**config.mk**
```make
export PLATFORM = sky130hd
export DESIGN_NAME = wb_ddr_rdcache
export DESIGN_NICKNAME = d
export VERILOG_FILES = /design/src/rtl/wb_ddr_pkg.sv /design/src/rtl/wb_ddr_rdcache_mem.sv /design/src/rtl/wb_ddr_rdcache.sv
export SDC_FILE = /design/constraint.sdc
export NUM_CORES = 2
export LEC_CHECK = 0
export BUFFER_PORTS_ARGS = -buffer_cell sky130_fd_sc_hd__buf_2
export CORE_ASPECT_RATIO = 1.75
export CORE_MARGIN = 1.5
export CORE_UTILIZATION = 40
export CTS_BUF_LIST = sky130_fd_sc_hd__clkbuf_8
export CTS_CLUSTER_DIAMETER = 80
export CTS_CLUSTER_SIZE = 10
export DETAILED_ROUTE_END_ITERATION = 10
export PLACE_DENSITY_LB_ADDON = 0.15
export SYNTH_ARGS = -nofsm -noshare
export SYNTH_HDL_FRONTEND = slang
export SYNTH_SLANG_ARGS = --single-unit
```
**constraint.sdc**
```tcl
create_clock -name wb_clk_i -period 20.4 [get_ports wb_clk_i]
set_clock_uncertainty 0.15 [all_clocks]
set_input_delay 4.08 -clock wb_clk_i [delete_from_list [all_inputs] [get_ports wb_clk_i]]
set_output_delay 4.08 -clock wb_clk_i [all_outputs]
set_load 0.03 [all_outputs]
```
**src/rtl/wb_ddr_pkg.sv**
```systemverilog
// Shared types and constants for the Wishbone DDR read cache.
package wb_ddr_pkg;

  typedef enum logic [1:0] {
    IDLE    = 2'd0,
    RD_MISS = 2'd1,
    WR_THRU = 2'd2,
    ACK     = 2'd3
  } state_t;

  localparam logic [3:0] SEL_ALL = 4'hF;

endpackage

```
**src/rtl/wb_ddr_rdcache_mem.sv**
```systemverilog
// Tag, valid and data arrays for the direct-mapped cache: combinational
// lookup, synchronous byte-enabled writes, valid bits cleared by reset or
// invalidate.
module wb_ddr_rdcache_mem #(
  parameter int IDX_W = 6,
  parameter int TAG_W = 22
) (
  input  logic             clk,
  input  logic             rst,
  input  logic [IDX_W-1:0] rd_idx,
  input  logic [TAG_W-1:0] rd_tag,
  output logic             rd_hit,
  output logic [31:0]      rd_data,
  input  logic [IDX_W-1:0] wr_idx,
  input  logic [TAG_W-1:0] wr_tag,
  input  logic [31:0]      wr_data,
  input  logic [3:0]       wr_be,
  input  logic             tag_we,
  input  logic             val_set,
  input  logic             inv_clr
);

  localparam int LINES = 1 << IDX_W;

  logic [31:0]      data_mem [LINES];
  logic [TAG_W-1:0] tag_mem  [LINES];
  logic [LINES-1:0] valid;

  assign rd_data = data_mem[rd_idx];
  assign rd_hit  = valid[rd_idx] && (tag_mem[rd_idx] == rd_tag);

  // Valid bits: invalidate takes priority over a same-edge fill.
  always_ff @(posedge clk or posedge rst) begin
    if (rst) begin
      valid <= '0;
    end else if (inv_clr) begin
      valid <= '0;
    end else if (val_set) begin
      valid[wr_idx] <= 1'b1;
    end
  end

  // Data bytes and tags are written without reset; validity gates their use.
  always_ff @(posedge clk) begin
    for (int b = 0; b < 4; b++) begin
      if (wr_be[b]) begin
        data_mem[wr_idx][8*b +: 8] <= wr_data[8*b +: 8];
      end
    end
    if (tag_we) begin
      tag_mem[wr_idx] <= wr_tag;
    end
  end

endmodule

```
**src/rtl/wb_ddr_rdcache.sv**
```systemverilog
// Direct-mapped single-word read cache with write-through between a CPU
// Wishbone master and a DDR Wishbone slave. Hits answer in one edge; misses
// and writes become single DDR cycles separated by at least one idle cycle.
module wb_ddr_rdcache
  import wb_ddr_pkg::*;
#(
  parameter int ADDR_W = 30,
  parameter int IDX_W  = 6,
  parameter int CNT_W  = 16
) (
  input  logic             wb_clk_i,
  input  logic             wb_rst_i,
  input  logic             s_cyc_i,
  input  logic             s_stb_i,
  input  logic             s_we_i,
  input  logic [3:0]       s_sel_i,
  input  logic [31:0]      s_adr_i,
  input  logic [31:0]      s_dat_i,
  output logic [31:0]      s_dat_o,
  output logic             s_ack_o,
  output logic             m_cyc_o,
  output logic             m_stb_o,
  output logic             m_we_o,
  output logic [3:0]       m_sel_o,
  output logic [31:0]      m_adr_o,
  output logic [31:0]      m_dat_o,
  input  logic [31:0]      m_dat_i,
  input  logic             m_ack_i,
  input  logic             inv_i,
  output logic [CNT_W-1:0] hit_cnt_o,
  output logic [CNT_W-1:0] miss_cnt_o
);

  localparam int TAG_W = ADDR_W - IDX_W - 2;

  state_t           state, state_n;
  logic [IDX_W-1:0] idx_r, idx_n;
  logic [TAG_W-1:0] tag_r, tag_n;
  logic             hit_r, hit_n;
  logic             inv_pend, inv_pend_n;
  logic             ack_n, cyc_n, stb_n, we_n;
  logic [31:0]      sdat_n, adr_n, mdat_n;
  logic [3:0]       sel_n;
  logic [CNT_W-1:0] hit_cnt_n, miss_cnt_n;

  logic [IDX_W-1:0] req_idx;
  logic [TAG_W-1:0] req_tag;
  logic             req, hit;
  logic [31:0]      rd_data, wr_data;
  logic [3:0]       wr_be;
  logic             tag_we, val_set, inv_clr;

  assign req_idx = s_adr_i[IDX_W+1:2];
  assign req_tag = s_adr_i[ADDR_W-1:IDX_W+2];
  assign req     = s_cyc_i & s_stb_i & ~s_ack_o;
  assign wr_data = (state == WR_THRU) ? m_dat_o : m_dat_i;

  wb_ddr_rdcache_mem #(
    .IDX_W (IDX_W),
    .TAG_W (TAG_W)
  ) u_mem (
    .clk     (wb_clk_i),
    .rst     (wb_rst_i),
    .rd_idx  (req_idx),
    .rd_tag  (req_tag),
    .rd_hit  (hit),
    .rd_data (rd_data),
    .wr_idx  (idx_r),
    .wr_tag  (tag_r),
    .wr_data (wr_data),
    .wr_be   (wr_be),
    .tag_we  (tag_we),
    .val_set (val_set),
    .inv_clr (inv_clr)
  );

  // Next-state, registered-output and array-control decisions.
  always_comb begin
    state_n    = state;
    idx_n      = idx_r;
    tag_n      = tag_r;
    hit_n      = hit_r;
    inv_pend_n = inv_pend;
    ack_n      = 1'b0;
    sdat_n     = s_dat_o;
    cyc_n      = m_cyc_o;
    stb_n      = m_stb_o;
    we_n       = m_we_o;
    sel_n      = m_sel_o;
    adr_n      = m_adr_o;
    mdat_n     = m_dat_o;
    hit_cnt_n  = hit_cnt_o;
    miss_cnt_n = miss_cnt_o;
    wr_be      = 4'h0;
    tag_we     = 1'b0;
    val_set    = 1'b0;
    inv_clr    = 1'b0;

    if (inv_i && state != IDLE) begin
      inv_pend_n = 1'b1;
    end

    case (state)
      IDLE: begin
        if (inv_i) begin
          if (req) inv_pend_n = 1'b1;
          else     inv_clr    = 1'b1;
        end
        if (req) begin
          idx_n = req_idx;
          tag_n = req_tag;
          if (s_we_i) begin
            cyc_n   = 1'b1;
            stb_n   = 1'b1;
            we_n    = 1'b1;
            sel_n   = s_sel_i;
            adr_n   = s_adr_i;
            mdat_n  = s_dat_i;
            hit_n   = hit;
            state_n = WR_THRU;
          end else if (hit) begin
            sdat_n  = rd_data;
            ack_n   = 1'b1;
            if (hit_cnt_o != '1) hit_cnt_n = hit_cnt_o + 1'b1;
            state_n = ACK;
          end else begin
            cyc_n   = 1'b1;
            stb_n   = 1'b1;
            we_n    = 1'b0;
            sel_n   = SEL_ALL;
            adr_n   = {s_adr_i[31:2], 2'b00};
            if (miss_cnt_o != '1) miss_cnt_n = miss_cnt_o + 1'b1;
            state_n = RD_MISS;
          end
        end
      end
      RD_MISS: begin
        if (m_ack_i) begin
          cyc_n   = 1'b0;
          stb_n   = 1'b0;
          wr_be   = SEL_ALL;
          tag_we  = 1'b1;
          val_set = 1'b1;
          sdat_n  = m_dat_i;
          ack_n   = 1'b1;
          state_n = ACK;
        end
      end
      WR_THRU: begin
        if (m_ack_i) begin
          cyc_n   = 1'b0;
          stb_n   = 1'b0;
          we_n    = 1'b0;
          if (hit_r) wr_be = m_sel_o;
          ack_n   = 1'b1;
          state_n = ACK;
        end
      end
      ACK: begin
        if (inv_pend || inv_i) begin
          inv_clr    = 1'b1;
          inv_pend_n = 1'b0;
        end
        state_n = IDLE;
      end
      default: state_n = IDLE;
    endcase
  end

  // State, bus outputs and counters, all cleared asynchronously by reset.
  always_ff @(posedge wb_clk_i or posedge wb_rst_i) begin
    if (wb_rst_i) begin
      state      <= IDLE;
      idx_r      <= '0;
      tag_r      <= '0;
      hit_r      <= 1'b0;
      inv_pend   <= 1'b0;
      s_ack_o    <= 1'b0;
      s_dat_o    <= '0;
      m_cyc_o    <= 1'b0;
      m_stb_o    <= 1'b0;
      m_we_o     <= 1'b0;
      m_sel_o    <= '0;
      m_adr_o    <= '0;
      m_dat_o    <= '0;
      hit_cnt_o  <= '0;
      miss_cnt_o <= '0;
    end else begin
      state      <= state_n;
      idx_r      <= idx_n;
      tag_r      <= tag_n;
      hit_r      <= hit_n;
      inv_pend   <= inv_pend_n;
      s_ack_o    <= ack_n;
      s_dat_o    <= sdat_n;
      m_cyc_o    <= cyc_n;
      m_stb_o    <= stb_n;
      m_we_o     <= we_n;
      m_sel_o    <= sel_n;
      m_adr_o    <= adr_n;
      m_dat_o    <= mdat_n;
      hit_cnt_o  <= hit_cnt_n;
      miss_cnt_o <= miss_cnt_n;
    end
  end

endmodule

```
==> impl_summary.md <==
Detailed routing
Before antenna repair, the detailed router went through 9 iterations. For this run, design rule violations remaining after detail routing come to 0. Summed over all layers, the routed wires come to around 470000 um. The routed layout has 73700 vias. The first routing iteration left 7527 violations.

The count of nets left with antenna violations after detail routing is 0. In the final routed layout, each cell accounts on average for about 38 um. The post-detailed-route via-to-cell ratio is 5.91.

Timing
The final setup violation count is 0. Of the available clock period, the critical path in the final layout requires 0.506. The number of failing hold endpoints at the final stage was 0. The maximum clock rate is 96.8 MHz. The worst-case headroom to the max-slew limit is 0.0801.

For the finished layout, the period the worst path requires is 10.33 ns. The transition at the pin with the smallest max-transition slack is roughly 1.4 ns. The final count of pins violating max slew is 0. Setup repair after global routing left no endpoint under its margin. Summed over all failing endpoints, the final setup total negative slack is 0 ns.

Floorplanning
The starting density of the core is 0.402. The area of the core is 361000 um^2. The die extent in x is between 400 and 500 um.

The number of primary I/O pins is 243. The y dimension of the die is ~800 um. The die area is around 370000 um^2. The site row count is 292.

Final layout
The filler cell count is 30900. Summing all multi-input logic gate instances after layout gives 34000 um^2. The flip-flop and latch area is 110000 um^2. The final non-filler cell area is about 160000 um^2. The number of nets at the end of the flow is 7631. Of the cells placed in the final design, the portion with a size suffix greater than 1 is 0.261.

From synthesis to final layout, the design area changed by 9.90%. The leading cell type in the layout, fill and taps excluded is edfxtp_1. Leaving out fill and tap cells, the most frequent cells in the layout are edfxtp_1 (3456), mux4_2 (838), mux2i_1 (480), clkbuf_8 (423), nor2_1 (291). The non-filler instance count after layout is between 10000 and 15000.

Placement
The post-placement cell area is 153000 um^2. Port buffering added 242 buffers. The congestion estimate from routability-driven global placement came to 0.969.

The wire-length estimate of the detail-placed layout is 302000 um. Counting tap cells, the placed design contains a total of 11800 instances.

CTS
The count of H-tree levels built during CTS is 5. Hold repair after CTS inserted 0 buffers. Post-CTS timing repair inserted 0 buffers for setup. The clock latency reported for the late side of the worst-skew pair is 1.17 ns. The clock sink count is about 3700. In this run the deepest clock path goes through 4 buffers. The number of buffers inserted during clock tree synthesis is 412. The clock tree root buffer cell is clkbuf_8. The CTS clock-pin slew for the worst setup and hold paths is 0.08 ns. The post-cts sizing count is 0. TritonCTS built the clock tree.

Critical path
The class of the most critical setup path is primary input to flip-flop. The arrival time at the worst endpoint is 11.22 ns. The startpoint identified for the worst register-to-register timing path is u_mem.tag_mem[2][0]. In this run the critical register-to-register path is captured at hit_cnt_o[1]. The cell depth of the worst flop-to-flop path is 11. The worst path required time is 21.28 ns.

STA classifies the critical path endpoint as a flip-flop. The slack of the worst reg-to-reg path is 14.91 ns. The startpoint type of the worst setup path is a primary input. The largest driver fanout on the critical path is 110.

Synth
The number of distinct library cells after synthesis is 73. The share of synthesized area in the top cell type comes to 0.716. The instance count of the mapped netlist is 7042. The async set-reset flop share out of synthesis is 0.0627. Summed over all instances, the cell type with the most area after synthesis is edfxtp_1. During synthesis, Yosys emitted a total of 0 warnings.

The average footprint of a synthesized cell is 20.6 um^2. The most used flip-flop cell after synthesis is edfxtp_1. The post-synthesis sequential element count is 3687. The post-synthesis instance area is 145000 um^2. The synthesized netlist net count is 7155. Counting flops with a built-in enable in the synthesized netlist gives roughly 3500. The sequential fraction of the synthesis area is 0.755. In the post-synthesis netlist, the biggest area contributors are edfxtp_1 (72%), mux4_2 (13%), dfrtp_1 (4.0%).

Worst hold path
The number of cells traversed by the worst hold path is 1. The path class of the tightest hold or removal check is flip-flop to flip-flop. The worst hold path begins at hit_cnt_o[14]. The worst min-delay path endpoint is hit_cnt_o[14].

Power
The maximum vdd drop is 0.000149 V. The power density over cell area is 107 nW/um^2. The static leakage is between 50 and 60 nW.

GRT
Summed over all layers, the global routing overflow is 0. Entering global routing, the biggest net connects 127 pins. The initial antenna violation count is 22. The first-pass GRT wire length is 643000 um.

The total routing resource utilization after global routing is 0.256. The via count of the first global-routing pass came to 76400.

Flow run
The number of max-cap violations is 0.

Outcome
The flow ran to the end, and the final reports show no timing, DRC or antenna violations.
[routing by layer]
layer	vias to the layer above	track usage	routed length, um
met4	4	0.170	34900
li1	29800	-	-
met5	-	0	73
met2	3147	0.456	249000
met3	910	0.0413	27700
met1	39900	0.280	161000
[cells in the mapped netlist (31+ instances only)]
cell and number:
a21oi_1 44, a22oi_1 166, and3_1 57, buf_2 99
buf_4 49, buf_6 35, clkbuf_1 198, dfrtp_1 231
edfxtp_1 3456, mux2_2 103, mux2i_1 480, mux4_2 838
nand2_1 278, nand2b_1 42, nand3_1 92, nor2_1 361
nor3_1 44, o21a_1 67, o21ai_0 31, o22ai_1 55
[worst max-delay path: stages]
cell       delay, ns
buf_12          0.46
buf_12          0.69
buf_4           0.90
mux4_2          0.60
and3_1          0.19
a31oi_1         0.43
o2111ai_1       0.19
or3_1           0.36
a22oi_1         0.23
nand4b_1        0.21
nor4_4          0.94
nand2b_4        0.06
buf_4           0.44
or3_1           0.52
mux2_1          0.33
[per-stage QoR]
step	utilization	hold WS, ns	power [mW]	setup slack, ns
after floorplan	-	0.309	11.2	9.84
after global placement	0.423	0.317	12.5	8.96
after detailed placement	0.423	0.329	12.6	8.92
after CTS	0.441	0.344	17.1	10.17
after global routing	0.441	0.352	17.5	9.79
final	0.442	0.343	17.0	10.07
[kinds of logic after synthesis]
kind of cell,share of synthesized area
muxes,0.174
DFF,0.755
AOI/OAI and AO/OA,0.0220
xor gates and xnor gates,0.00260
and+or+nand+nor,0.0308
buffers and inverters,0.0150
adders and majority gates,0.000518
[final cells by class]
| class | count | area share |
|---|---|---|
| antenna | 47 | 0.000738 |
| clock buffer | 423 | 0.0365 |
| clock inverter | 202 | 0.00544 |
| inverter | 16 | 0.000479 |
| multi-input combinational | 2929 | 0.213 |
| sequential | 3687 | 0.688 |
| tap | 4704 | 0.0369 |
| timing repair buffer | 472 | 0.0192 |
[flip-flops by register name, summed over array words and instances, names as in the netlist, 16 cells and up]
signal / count
u_mem.data_mem: 2048
u_mem.valid: 64
m_dat_o: 32
s_dat_o: 32
tag_r: 22
u_mem.tag_mem: 1408
hit_cnt_o: 16
m_adr_o: 32
miss_cnt_o: 16
[power breakdown]
group          total [mW]  internal [mW]  leakage (nW)  switching [mW]
Combinational        2.87          0.669          13.7            2.20
Clock                4.55           1.90          4.09            2.64
Sequential           9.58           9.37          34.2           0.207
Total                17.0           11.9          52.0            5.05
[worst max-delay path by stage]
stage	from	endpoint	slack, ns	cells past startpoint
after CTS	s_adr_i[2]	hit_cnt_o[1]	10.17	15
after floorplan	wb_rst_i	hit_cnt_o[0]	9.84	1
after global routing	s_adr_i[2]	hit_cnt_o[1]	9.79	15
final	s_adr_i[2]	hit_cnt_o[1]	10.07	15
after detailed placement	s_adr_i[2]	hit_cnt_o[1]	8.92	15
after global placement	s_adr_i[2]	hit_cnt_o[1]	8.96	15
No activity file was read; power rests on OpenSTA's default activity.
